## config.mk

```make
export PLATFORM = sky130hd
export DESIGN_NAME = spc_serializer
export DESIGN_NICKNAME = d
export VERILOG_FILES = /design/src/rtl/spc_pkg.sv /design/src/rtl/spc_serializer.sv
export SDC_FILE = /design/constraint.sdc
export NUM_CORES = 1
export LEC_CHECK = 0
export ABC_AREA = 0
export ABC_CLOCK_PERIOD_IN_PS = 2400
export BUFFER_PORTS_ARGS = -buffer_cell sky130_fd_sc_hd__clkbuf_2
export CELL_PAD_IN_SITES_DETAIL_PLACEMENT = 1
export CELL_PAD_IN_SITES_GLOBAL_PLACEMENT = 1
export CORE_AREA = 2 2 48 50
export DETAILED_ROUTE_END_ITERATION = 12
export DIE_AREA = 0 0 50 52
export HOLD_SLACK_MARGIN = 0.08
export PLACE_DENSITY = 0.75
export REMOVE_ABC_BUFFERS = 1
export SYNTH_ARGS = -nofsm -noshare
export SYNTH_HDL_FRONTEND = slang
export SYNTH_SLANG_ARGS = --single-unit
export TNS_END_PERCENT = 20
```

## constraint.sdc

```tcl
create_clock -name clk -period 2.4 [get_ports clk]
set_input_delay 0.36 -clock clk [delete_from_list [all_inputs] [get_ports clk]]
set_output_delay 0.36 -clock clk [all_outputs]
set_load 0.02 [all_outputs]
```

## src/rtl/spc_pkg.sv

```systemverilog
// spc_pkg: shared types and constants for the serial parity checker feeder
package spc_pkg;
    localparam int DEF_WIDTH = 8;
    localparam bit EVEN_PAR = 1'b0;
    localparam bit ODD_PAR = 1'b1;
    typedef enum logic [1:0] {IDLE, SHIFT, PAR} state_t;
endpackage

```

## src/rtl/spc_serializer.sv

```systemverilog
// spc_serializer: parallel word to LSB-first serial frame with trailing parity bit
module spc_serializer
    import spc_pkg::*;
#(
    parameter int WIDTH = DEF_WIDTH,
    parameter bit PARITY_ODD = EVEN_PAR
) (
    input  logic             clk,
    input  logic             rst,
    input  logic             in_valid,
    output logic             in_ready,
    input  logic [WIDTH-1:0] in_data,
    output logic             x,
    output logic             x_valid,
    output logic             frame_start,
    output logic             frame_end
);
    localparam int CW = $clog2(WIDTH + 1);
    state_t r_state, w_next;
    logic [WIDTH-1:0] r_shreg;
    logic [CW-1:0] r_cnt;
    logic r_par, r_x, r_x_valid, r_fs, r_fe;
    logic w_accept, w_last;
    assign in_ready = !rst && (r_state != SHIFT);
    assign w_accept = in_valid && in_ready;
    assign w_last = r_cnt == CW'(WIDTH - 1);
    assign x = r_x;
    assign x_valid = r_x_valid;
    assign frame_start = r_fs;
    assign frame_end = r_fe;
    // Next state: IDLE and PAR both load a new word on accept, SHIFT runs WIDTH bits
    always_comb begin
        w_next = (r_state == SHIFT) ? (w_last ? PAR : SHIFT) : (w_accept ? SHIFT : IDLE);
    end
    // State, shifter, counter and registered serial outputs
    always_ff @(posedge clk) begin
        if (rst) begin
            r_state <= IDLE;
            r_shreg <= '0;
            r_cnt <= '0;
            r_par <= 1'b0;
            r_x <= 1'b0;
            r_x_valid <= 1'b0;
            r_fs <= 1'b0;
            r_fe <= 1'b0;
        end else begin
            r_state <= w_next;
            r_x <= (r_state == SHIFT) ? r_shreg[0] : (r_state == PAR) ? r_par : 1'b0;
            r_x_valid <= r_state != IDLE;
            r_fs <= (r_state == SHIFT) && (r_cnt == '0);
            r_fe <= r_state == PAR;
            if (w_accept) begin
                r_shreg <= in_data;
                r_par <= ^in_data ^ PARITY_ODD;
                r_cnt <= '0;
            end else if (r_state == SHIFT) begin
                r_shreg <= r_shreg >> 1;
                r_cnt <= r_cnt + CW'(1);
            end
        end
    end
endmodule

```

# After elaboration in Yosys (flattened, before gate mapping)
# Index checks and enable logic that the tools add are counted.
[classes]
n_reduce_logical = 9
addsub = 1
eq_ne = 4
mux = 7
[op_table]
columns = ["op", "count"]
rows = [
  ["$mux W8", 2],
  ["$reduce_xor A8 Y1", 1],
  ["$add A4 B1 Y4 const B", 1],
  ["$eq A4 B3 Y1 const B", 1],
  ["$logic_not A4 Y1", 1],
  ["$mux W2", 2],
  ["$reduce_bool A2 Y1", 2],
  ["$logic_and A1 B1 Y1", 3],
  ["$mux W1", 3],
  ["$eq A2 B1 Y1 const B", 1],
  ["$eq A2 B2 Y1 const B", 1],
  ["$ne A2 B1 Y1 const B", 1],
  ["$reduce_or A2 Y1", 1],
  ["$logic_not A1 Y1", 1],
]
[word_totals]
out_inout_bits = 5
ff_bits = 19
inputBits = 11

# Depth between registers and ports, before layout
[depth]
ltp_word = 5
ltp_mapped = 5
mapped_depth_nobuf = 4

# Worst setup path after synthesis
# Ideal clock, no wire load.
[synth_path]
path_type = "input to output"
start = "in rst"
end = "out in_ready"
cell_stages = 2
arrival_ps = 851
required_time_ps = 2040
setup_slack_ps = 1189
cell_sequence = "clkbuf_1 > nor2_1"
[synth_via]
elab_chain_cells = 2
[synth_rtl]
columns = ["element", "line", "text"]
rows = [
  ["start: declaration", "spc_serializer.sv:9", "input logic rst,"],
  ["$logic_not A1 Y1", "spc_serializer.sv:24", "assign in_ready = !rst && (r_state != SHIFT);"],
  ["$logic_and A1 B1 Y1", "spc_serializer.sv:24", ""],
  ["end: declaration", "spc_serializer.sv:11", "output logic in_ready,"],
]
# Every way passes these cells.

# Worst setup path after layout
[layout_path]
start = "reg r_state[0]"
end = "out in_ready"
[layout_via]
elab_chain_cells = 2
[layout_rtl]
columns = ["element", "line", "text"]
rows = [
  ["start: declaration", "spc_serializer.sv:19", "state_t r_state, w_next;"],
  ["start signal: assignment", "spc_serializer.sv:47", "r_state <= w_next;"],
  ["$ne A2 B1 Y1", "spc_serializer.sv:24", ""],
  ["$logic_and A1 B1 Y1", "spc_serializer.sv:24", ""],
]
# Every way passes these cells.

==> impl_metrics.env <==
export IMPL_outcome="completed"
export IMPL_intPower_uw=438
export IMPL_grt_use_total_pct=15.4
export IMPL_gp_congestion=0.694
export IMPL_syn_inst=89
export IMPL_place_port_buffers=15
export IMPL_period_needed_ns=1.65
export IMPL_finClkSkew_ns=0.00485
export IMPL_drc=0
export IMPL_synth_cell_types=23
export IMPL_grt_max_degree=22
export IMPL_p_seq_share_pct=57.0
export IMPL_antenna_found_initial=0
export IMPL_multi_input_area_um2=422
export IMPL_path_class="reg2out"
export IMPL_setup_viol=0
export IMPL_fp_dieH_um=52
export IMPL_synth_edf_count=0
export IMPL_hold_class="in2reg"
export IMPL_relSlewSlack_pct=51.5
export IMPL_synth_area_um2=832
export IMPL_ir_worst_vdd_v=0.000383
export IMPL_drt_pass1_iter_count=4
export IMPL_ys_ff_latch=19
export IMPL_dieArea_um2=2600
export IMPL_ios=16
export IMPL_fin_util_pct=45.0
export IMPL_power_leakage_uw=0.000392
export IMPL_worst_pin_slew_ns=0.727
export IMPL_cts_resized_gates=0
export IMPL_rsz0062_at_grt="no"
export IMPL_grt_pass1_vias=691
export IMPL_cts_hold_buf=0
export IMPL_ys_seq_area_share_pct=45.7
export IMPL_worstSetupEndpointType="output pin"
export IMPL_cp_start_kind="flip-flop"
export IMPL_num_rows=17
export IMPL_pwr_share_clk_pct=27.1
export IMPL_drive_gt1_share_pct=19.4
export IMPL_hold_viol=0
export IMPL_clk_pin_slew_worst_paths_ns=0.12
export IMPL_insertion_delay_ns=0.29
export IMPL_avgSynthCellArea_um2=9.35
export IMPL_globalRouteOverflowTotal=0
export IMPL_yosysWarnings=0
export IMPL_required_ns=2.04
export IMPL_synth_flop_cell="dfxtp_1"
export IMPL_fmax_mhz=607
export IMPL_hpwlAfterDp_um=1270
export IMPL_n_fill_cell=262
export IMPL_core_area_um2=2110
export IMPL_async_flop_share_pct=0
export IMPL_pre_cts_slack_ns=0.844
export IMPL_cts_sinks=19
export IMPL_routed_via_density=5.28
export IMPL_finalNetCount=117
export IMPL_drt_iter0_markers=4
export IMPL_switching_power_uw=166
export IMPL_worstPathArrival_ns=1.29
export IMPL_antenna_cells=0
export IMPL_switching_share_pct=27.5
export IMPL_grt_pass1_wl_um=2920
export IMPL_clock_path_buffers=2
export IMPL_die_w_um=50
export IMPL_worst_hold_slack_ns=0.392
export IMPL_cts_inserted_buffers=3
export IMPL_post_cts_buffers=0
export IMPL_fin_ws_ns=0.754
export IMPL_dp_cells=127
export IMPL_cts_htree_levels=1
export IMPL_comb_power_share_pct=15.9
export IMPL_cap_viol_max_count=0
export IMPL_slew_viol_final=0
export IMPL_critPathMaxFanout=7
export IMPL_routed_wl_um=1720
export IMPL_synthToLayoutAreaGrowth_pct=13.8
export IMPL_setup_tns_ns=0
export IMPL_ant_nets=0
export IMPL_fin_cells=131
export IMPL_cts_root_buf="clkbuf_4"
export IMPL_vias=692
export IMPL_finalCritPeriodShare_pct=68.6
export IMPL_cts_tree="built"
export IMPL_start_util_pct=39.5
export IMPL_power_density_nw_per_um2=638
export IMPL_wl_per_cell_um=13.1
export IMPL_seq_area_um2=380
metal layers:
layer	up-vias	track usage [%]	routed length [um]
met5	-	0	0
met4	0	8.33	17
met3	2	2.01	57
met2	10	29.6	924
met1	337	15.9	721
li1	343	-	-
layout by cell type (no fill, tap or decap):
cell type,instances
dfxtp_1,19
nor2_1,15
clkbuf_2,15
mux2i_1,8
a211oi_1,7
xnor2_1,7
a21oi_1,6
nand2_1,3
clkbuf_4,3
inv_1,2
o21ai_0,2
nand3b_1,2
a311oi_1,2
ha_1,2
nor2b_2,1
nand2b_1,1
or3_1,1
nor3_1,1
nand4_1,1
a31oi_1,1
nor4bb_1,1
nor3b_1,1
nor4_1,1
clkinv_2,1
critical path, stage by stage (launching register included):
cell	delay [ns]
dfxtp_1	0.40
nor2b_2	0.35
nor2_1	0.08
clkbuf_2	0.17
through the flow:
step | area [um2] | power (uW)
finish | 947 | 604
floorplan | 810 | 412
global placement | 920 | 445
detailed placement | 920 | 450
CTS | 947 | 615
global route | 947 | 641
cell families (layout without fill, tap and decap cells):
group	Yosys count	in the layout	share of synthesized area, %
compound gates	18	18	14.0
flops	19	19	45.7
mux	8	8	9.62
buf+inv	7	21	3.61
fa+ha+maj	2	2	3.01
xor+xnor	7	7	7.37
simple gates	28	28	16.7
synth_stat cells, drive strengths merged, types with 2 or more instances:
master | n | area, um2
nor2 | 15 | 56.3
o21ai | 2 | 10.0
mux2i | 8 | 80.1
a211oi | 7 | 52.6
a21oi | 6 | 30.0
nand2 | 3 | 11.3
buf | 3 | 15.0
inv | 2 | 7.51
nand3b | 2 | 15.0
dfxtp | 19 | 380
xnor2 | 7 | 61.3
ha | 2 | 25.0
a311oi | 2 | 17.5
clkbuf | 2 | 7.51
area by class of cell:
type / instances / area share, %
Multi-Input combinational cell: 63 / 44.5
Sequential cell: 19 / 40.2
Timing Repair Buffer: 15 / 7.93
Tap cell: 28 / 3.70
Clock buffer: 3 / 2.38
Inverter: 2 / 0.793
Clock inverter: 1 / 0.528
power groups by stage:
stage / Clock [uW] / Combinational (uW) / Sequential, uW
final: 164 / 96.4 / 344
after global routing: 187 / 107 / 347
after CTS: 172 / 98.5 / 345
after detailed placement: 0 / 98.0 / 352
after global placement: 0 / 94.4 / 351
after floorplan: 0 / 60.3 / 352
final timing paths:
kind	from	end	slack, ns	cells after the start
max	r_state[0]	in_ready	0.75	3
min	in_data[7]	r_shreg[7]	0.39	3
max reg2reg	r_state[1]	r_state[0]	0.84	3
min reg2reg	r_cnt[3]	r_state[1]	0.46	1
sequential cells by signal, indices dropped and copies added (netlist names):
register	count
r_shreg	8
r_cnt	4
r_state	2
frame_end	1
frame_start	1
r_par	1
x	1
x_valid	1
(Power assumes the default switching activity.)
